**src/rtl/mant_op_scheduler.sv**
```systemverilog
// Round-robin sequencer sharing one multi-cycle mantissa multiply/divide datapath between two requesters.
// Optional MANT_SCHED_ZERO_BYPASS_EN: trivially-zero ops skip the datapath and return 0 directly.
module mant_op_scheduler #(
    parameter int MUL_LAT = 1,
    parameter int DIV_LAT = 4
) (
    input  logic        clk,
    input  logic        rst_n,
    input  logic        req0_valid,
    output logic        req0_ready,
    input  logic        req0_op,
    input  logic [23:0] req0_a,
    input  logic [23:0] req0_b,
    input  logic        req1_valid,
    output logic        req1_ready,
    input  logic        req1_op,
    input  logic [23:0] req1_a,
    input  logic [23:0] req1_b,
    output logic [23:0] mu_a,
    output logic [23:0] mu_b,
    input  logic [47:0] mu_product,
    input  logic [26:0] mu_quotient,
    output logic        rsp_valid,
    input  logic        rsp_ready,
    output logic        rsp_id,
    output logic        rsp_op,
    output logic [47:0] rsp_data,
    output logic        busy
);
    localparam int MAX_LAT = (MUL_LAT > DIV_LAT) ? MUL_LAT : DIV_LAT;
    localparam int CNT_W   = (MAX_LAT > 1) ? $clog2(MAX_LAT) : 1;

    typedef enum logic [1:0] {IDLE, EXEC, RESP} state_t;

    state_t           state_q, state_d;
    logic [CNT_W-1:0] cnt_q, cnt_d;
    logic             last_grant_q, last_grant_d;
    logic [23:0]      a_q, a_d, b_q, b_d;
    logic             op_q, op_d, id_q, id_d;
    logic [47:0]      data_q, data_d;

    logic             gnt_id, accept, bypass, sel_op;
    logic [23:0]      sel_a, sel_b;

    // Arbitration: a lone requester wins; on contention the one not granted last wins.
    always_comb begin
        if (req0_valid && req1_valid) gnt_id = ~last_grant_q;
        else                          gnt_id = req1_valid;
        accept = (state_q == IDLE) && (req0_valid || req1_valid);
        sel_op = gnt_id ? req1_op : req0_op;
        sel_a  = gnt_id ? req1_a  : req0_a;
        sel_b  = gnt_id ? req1_b  : req0_b;
`ifdef MANT_SCHED_ZERO_BYPASS_EN
        bypass = sel_op ? (sel_a == '0 && sel_b != '0) : (sel_a == '0 || sel_b == '0);
`else
        bypass = 1'b0;
`endif
    end

    always_comb begin
        state_d = state_q;
        unique case (state_q)
            IDLE:    if (accept) state_d = bypass ? RESP : EXEC;
            EXEC:    if (cnt_q == '0) state_d = RESP;
            RESP:    if (rsp_ready) state_d = IDLE;
            default: state_d = IDLE;
        endcase
    end

    // Operand registers only change on a real datapath issue so the shared unit sees no toggling.
    always_comb begin
        cnt_d        = cnt_q;
        last_grant_d = last_grant_q;
        a_d          = a_q;
        b_d          = b_q;
        op_d         = op_q;
        id_d         = id_q;
        data_d       = data_q;
        if (accept) begin
            last_grant_d = gnt_id;
            id_d         = gnt_id;
            op_d         = sel_op;
            cnt_d        = sel_op ? CNT_W'(DIV_LAT - 1) : CNT_W'(MUL_LAT - 1);
            if (bypass) begin
                data_d = '0;
            end else begin
                a_d = sel_a;
                b_d = sel_b;
            end
        end else if (state_q == EXEC) begin
            if (cnt_q == '0) data_d = op_q ? {21'b0, mu_quotient} : mu_product;
            else             cnt_d  = cnt_q - CNT_W'(1);
        end
    end

    always_ff @(posedge clk or negedge rst_n) begin
        if (!rst_n) begin
            state_q      <= IDLE;
            cnt_q        <= '0;
            last_grant_q <= 1'b1;
            a_q          <= '0;
            b_q          <= '0;
            op_q         <= 1'b0;
            id_q         <= 1'b0;
            data_q       <= '0;
        end else begin
            state_q      <= state_d;
            cnt_q        <= cnt_d;
            last_grant_q <= last_grant_d;
            a_q          <= a_d;
            b_q          <= b_d;
            op_q         <= op_d;
            id_q         <= id_d;
            data_q       <= data_d;
        end
    end

    always_comb begin
        req0_ready = (state_q == IDLE) && req0_valid && !gnt_id;
        req1_ready = (state_q == IDLE) && req1_valid && gnt_id;
        rsp_valid  = (state_q == RESP);
        busy       = (state_q != IDLE);
    end

    assign mu_a     = a_q;
    assign mu_b     = b_q;
    assign rsp_id   = id_q;
    assign rsp_op   = op_q;
    assign rsp_data = data_q;

endmodule

```
**config.mk**
```make
export PLATFORM = sky130hd
export DESIGN_NAME = mant_op_scheduler
export DESIGN_NICKNAME = d
export VERILOG_FILES = /design/src/rtl/mant_op_scheduler.sv
export SDC_FILE = /design/constraint.sdc
export NUM_CORES = 1
export LEC_CHECK = 0
export CAP_MARGIN = 20
export CORE_ASPECT_RATIO = 1.1
export CORE_MARGIN = 2
export CORE_UTILIZATION = 38
export DETAILED_ROUTE_END_ITERATION = 10
export HOLD_SLACK_MARGIN = 0.15
export PLACE_DENSITY = 0.89
export SYNTH_ARGS = -nofsm -noshare
export SYNTH_HDL_FRONTEND = slang
export SYNTH_SLANG_ARGS = --single-unit
```
**constraint.sdc**
```tcl
create_clock -name clk -period 1.7 [get_ports clk]
set_clock_uncertainty 0.2 [all_clocks]
set_input_delay 0.34 -clock clk [delete_from_list [all_inputs] [get_ports clk]]
set_output_delay 0.34 -clock clk [all_outputs]
set_load 0.05 [all_outputs]
```
==> results of run 1 <==
-- path summary, 6_finish.rpt --
kind,from,to,slack [ns],depth (start not counted)
worst max-delay path,last_grant_q$_DFFE_PN1P_,req0_ready,-0.21,4
worst min-delay path,rst_n,rsp_data[32]$_DFFE_PN0P_,0.24,2
worst max register to register,last_grant_q$_DFFE_PN1P_,mu_a[14]$_DFFE_PN0P_,-0.10,6
worst min register to register,last_grant_q$_DFFE_PN1P_,last_grant_q$_DFFE_PN1P_,0.34,2
max in group asynchronous,rst_n,last_grant_q$_DFFE_PN1P_,0.48,3
min in group clk,last_grant_q$_DFFE_PN1P_,last_grant_q$_DFFE_PN1P_,0.34,2
-- metrics by stage --
step	cell area (um2)	util [%]	setup TNS (ns)	power (uW)	hold WS, ns
after floorplan	4720	-	0	10400	-0.156
after global placement	8810	72.9	-15.41	16400	0.0560
after detailed placement	8810	72.9	-16.51	16800	0.0591
after CTS	9310	77.0	-1.07	19400	0.243
after global routing	9420	78.0	-3.36	20400	0.282
final	9420	78.0	-1.18	19500	0.241
-- cell usage in the layout, fill, tap and decap left out, types with 2 or more instances in the layout --
| cell | n |
|---|---|
| a21oi_1 | 2 |
| buf_12 | 108 |
| buf_4 | 21 |
| buf_6 | 5 |
| bufbuf_16 | 3 |
| clkbuf_16 | 10 |
| clkbuf_8 | 3 |
| clkdlybuf4s50_1 | 174 |
| clkinvlp_4 | 3 |
| dfrtp_1 | 101 |
| dlygate4sd2_1 | 2 |
| inv_1 | 3 |
| mux2i_1 | 72 |
| mux2i_2 | 2 |
| mux2i_4 | 2 |
| nand2_1 | 100 |
| nand2b_1 | 21 |
| nor2_4 | 2 |
| o21a_1 | 2 |
| o21ai_0 | 30 |
| o21ai_1 | 69 |
-- kinds of logic after synthesis --
family          synth area share, %
fa+ha+maj                     0.266
flops                          54.8
mux                            16.2
simple gates                   11.8
compound gates                 12.1
buf+inv                        4.89
-- sequential cells by signal (all words and copies together), names as in the netlist --
| register | flops |
|---|---|
| last_grant_q | 1 |
| state_q | 2 |
| rsp_data | 48 |
| rsp_op | 1 |
| cnt_q | 2 |
| rsp_id | 1 |
| mu_a | 24 |
| mu_b | 24 |
-- power by group --
group | leakage (uW) | switching (uW) | internal [uW] | total (uW)
logic | 0.00283 | 6450 | 6050 | 12500
registers | 0.00129 | 1250 | 3580 | 4820
clock network | 0.000147 | 910 | 1260 | 2170
-- per-layer routing --
layer	vias up	GRT usage, %
met5	-	0
met4	0	9.22
met3	38	7.06
met2	225	44.2
met1	2105	26.0
li1	2123	-
-- worst max-delay path, stage by stage (launching register included) --
cell and delay, ns:
dfstp_2 0.57, a21boi_4 0.08, buf_12 0.13, nor2_4 0.10, buf_8 0.15
-- area by class of cell --
cell class / instances / area (um2)
Fill cell: 733 / 2660
Clock inverter: 4 / 52.6
Clock buffer: 12 / 267
Sequential cell: 103 / 2580
Tap cell: 154 / 193
Multi-Input combinational cell: 313 / 2000
Inverter: 5 / 21.3
Timing Repair Buffer: 317 / 4310
Antenna cell: 1 / 2.50
-- what timing repair did --
| item | CTS | global route |
|---|---|---|
| gates resized for setup | 13 | 14 |
| endpoints found under the setup margin | 8 | 43 |
| cloned | 3 | 1 |
| hold endpoints to repair | 102 | 0 |
| hold buffers | 1 | 0 |
| pin swaps | 3 | 3 |
| setup buffers | 5 | 5 |
==> metrics.cfg, run 1 <==
[grt]
grt_antenna_before_repair = 1
grt_pass1_vias = 4771
overflow = 0
grt_pass1_wl_mm = 24.4
track_usage_pct = 24.3
grt_max_degree = 77

[power_and_ir_drop]
power.density_nw_per_um2 = 2070
ir_drop_uv = 1410
leakagePower_uw = 0.00426

[drt]
vias = 4491
wl_met3_mm = 1.46
wl_met1_mm = 5.53
dr.pass1.iters = 4
top_layer = met4
post-route-drc-count = 0
vias_per_cell = 4.94
drt_iter0_markers = 183
detail-route-antenna-nets = 0
route.met2.wl_mm = 8.69
wl_per_cell_um = 17.9
routed_wl_mm = 16.2

[floorplanning]
dieArea_um2 = 13300
die_y_um = 121
num_rows = 42
core-area_um2 = 12100
start_util_pct = 39.0
ios = 280
die_x_um = 110

[worst_setup_path]
crit_path_start_kind = register
crit_arrival_ns = 1.37
worst-endpoint-required_ns = 1.16
cp_max_fo = 3
worstSetupPathType = reg2out
critPathCaptureType = output port

[worst_hold_path]
holdCritPathClass = in2async

[timing]
post-route-period-util_pct = 112
setup_viol_count_final = 16
hold_viol_final = 0
setup_ws_ns = -0.210
timing.fmax_mhz = 524
tightest_slew_ns = 0.321
rsz0062_at_grt = true
period_needed_ns = 1.91
slew_headroom_pct = 78.6
drv_slew = 0

[logic_synthesis]
yosys.area.top_type = dfrtp_1
syn_area_um2 = 4710
synth_edf_count = 0
ys.flop_type = dfrtp_1
synth_commonest_cells = 102 x dfrtp_1, 100 x nand2_1, 76 x mux2i_1, 68 x o21ai_1, 31 x o21ai_0
synthDistinctLibCells = 28
netlist.area_leader.share_pct = 54.2
syn-num-nets = 632
ys_ff_latch = 103
async_flop_share_pct = 100
ys_top_cells_by_area = dfrtp_1 54%, mux2i_1 16%, nand2_1 8.0%
ys_warn_count = 0
syn_area_per_cell_um2 = 10.4
synth_seq_area_share_pct = 54.8
synth.most_common_cell = dfrtp_1
syn-instance-count = 453

[outcome]
violations = setup timing
status = finished with violations

[finish]
final_cells = 909
layout-drive-gt1-share_pct = 23.1
finalNetCount = 928
synthToLayoutAreaGrowth_pct = 100

[placement]
place_ws_ns = -0.370
port_buffers = 279
dp_hpwl_mm = 12.3
gp_congestion = 0.786
dp_cells = 879

[clocking]
cts.sinks = 103
cts_buffers = 9
h-tree-depth = 3
cts-root-buf = clkbuf_16
clk_pin_slew_ns = 0.07
cts_max_path_buffers = 2
worstSkewPairLatency_ns = 0.34
tritoncts = done

[run]
cap_violations = 0

Power figures use the tool's default switching activity.
==> run 2: changes to the inputs <==
- CORE_MARGIN: 2 -> not set
- CTS_CLUSTER_SIZE: not set -> 20
==> run 2 against run 1 <==
The run still ends with setup timing left. Sequential cell count stayed put. Power up 2.3%. Clock-buffer cell count is the same. Sequential share of layout area down 0.45 points.
==> metrics.cfg, run 2 (same netlist as run 1, synthesis figures left out) <==
[outcome]
status = finished with violations
violations = setup timing

[power_and_ir_drop]
combPwrFrac_pct = 64.7
pwr-share-clk_pct = 10.9
power.density_nw_per_um2 = 2080
swShare_pct = 44.3
leakagePower_uw = 0.00432
ir_drop_uv = 1150
intPower_uw = 11100
seq_power_share_pct = 24.3
p_switching_uw = 8850

[drt]
top_layer = met4
wl_met3_mm = 1.47
post-route-drc-count = 0
detail-route-antenna-nets = 0
dr.pass1.iters = 4
vias = 4632
route.met2.wl_mm = 8.98
vias_per_cell = 5.05
wl_per_cell_um = 18.5
wl_met1_mm = 5.87
routed_wl_mm = 17.0
drt_iter0_markers = 199

[timing]
timing.fmax_mhz = 533
hold_viol_final = 0
rsz0062_at_grt = true
post-route-period-util_pct = 110
setup_viol_count_final = 9
drv_slew = 0
period_needed_ns = 1.87
slew_headroom_pct = 70.3
tightest_slew_ns = 0.446
setup_ws_ns = -0.175

[finish]
fin_area_um2 = 9590
layout-drive-gt1-share_pct = 26.9
final_cells = 918
synthToLayoutAreaGrowth_pct = 104
finalNetCount = 936
largest_reg_flops = 48
most-common-layout-cells = 174 x clkdlybuf4s50_1, 108 x buf_12, 100 x dfrtp_1
final_common_cell = clkdlybuf4s50_1

[clocking]
cts.sinks = 103
cts_buffers = 9
clk_pin_slew_ns = 0.07
h-tree-depth = 3
cts_max_path_buffers = 2
tritoncts = done
cts-root-buf = clkbuf_16
worstSkewPairLatency_ns = 0.33

[floorplanning]
num_rows = 42
dieArea_um2 = 12800
core-area_um2 = 12000
die_y_um = 119
die_x_um = 108
start_util_pct = 39.1
ios = 280

[run]
cap_violations = 0

[placement]
port_buffers = 279
gp_congestion = 0.797
placed_area_um2 = 8750
dp_cells = 875
place_ws_ns = -0.404
dp_hpwl_mm = 12.0

[worst_setup_path]
r2r-start = state_q[0]$_DFFE_PN0P_
cp_max_fo = 3
critPathCaptureType = output port
crit_path_start_kind = register
crit_arrival_ns = 1.33
reg2reg_to = mu_a[19]$_DFFE_PN0P_
reg2reg_slack_ns = -0.04
r2r_cells = 8
worstSetupPathType = reg2out
worst-endpoint-required_ns = 1.16

[grt]
overflow = 0
grt_max_degree = 70
grt_pass1_wl_mm = 23.5
grt_antenna_before_repair = 1
track_usage_pct = 24.0
grt_pass1_vias = 4854

[worst_hold_path]
holdCritPathClass = reg2reg
whs_path_depth = 1
min_from = cnt_q[1]$_DFFE_PN0P_
worstHoldEndpoint = cnt_q[1]$_DFFE_PN0P_

## run 2: cell count changes in the layout (fill, tap and decap cells not counted), moves of 3 or more
cell,previous run,this run
o21ai_2,0,14
o21ai_1,69,57
nand2_1,100,90
buf_6,5,11
clkbuf_16,10,15
nand2_2,0,5
nand2_4,0,5
buf_4,21,18
bufbuf_16,3,0
## run 2: final cells by class
cell class / count / area (um2)
multi-input cells: 315 / 2090
inverters: 5 / 21.3
fillers: 677 / 2450
well taps: 154 / 193
clock inverters: 4 / 52.6
diodes: 2 / 5.00
repair buffers: 323 / 4380
clock buffers: 12 / 267
flip-flops and latches: 103 / 2580
## run 2: what timing repair did
action / in CTS / in global routing
resized for setup: 13 / 48
cloned: 0 / 12
hold endpoints to repair: 103 / 0
pin swaps: 3 / 13
endpoints found under the setup margin: 22 / 46
buffers inserted: 8 / 5
hold buffers: 1 / 0
## run 2: worst max path at each step
stage                     slack, ns                      from                  end  cells after the start
after floorplan                0.03  last_grant_q$_DFFE_PN1P_           req0_ready                      4
after global placement        -0.31                req1_valid  mu_b[9]$_DFFE_PN0P_                      6
after detailed placement      -0.40                req1_valid  mu_a[5]$_DFFE_PN0P_                      6
after CTS                     -0.17    state_q[1]$_DFFE_PN0P_           req0_ready                      4
after global routing          -0.22    state_q[0]$_DFFE_PN0P_           req0_ready                      4
final                         -0.17  last_grant_q$_DFFE_PN1P_           req0_ready                      4
## run 2: power groups by stage
stage | Clock, uW | Sequential (uW) | Combinational (uW)
finish | 2180 | 4860 | 12900
global route | 2310 | 4990 | 13500
CTS | 2210 | 4830 | 12100
detailed placement | 0 | 4880 | 11900
global placement | 0 | 4770 | 11600
floorplan | 0 | 7750 | 2660
## run 2: layer usage
layer	track usage, %	vias to the layer above
li1	-	2148
met1	24.4	2189
met2	43.5	246
met3	7.89	49
met4	11.2	0
met5	0	-
## run 2: metrics by stage
| step | power, uW | utilization [%] | hold slack [ns] | setup TNS [ns] |
|---|---|---|---|---|
| finish | 20000 | 79.7 | 0.305 | -0.542 |
| global route | 20800 | 79.6 | 0.335 | -1.76 |
| CTS | 19100 | 76.2 | 0.311 | -0.439 |
| detailed placement | 16800 | 72.7 | 0.195 | -17.76 |
| global placement | 16300 | 72.7 | 0.183 | -14.52 |
| floorplan | 10400 | - | -0.156 | 0 |
## run 2: worst max-delay path: stages, from the launching register on
cell and delay [ns]:
dfstp_2 0.55, a21boi_4 0.06, buf_6 0.12, nor2_4 0.11, buf_8 0.15
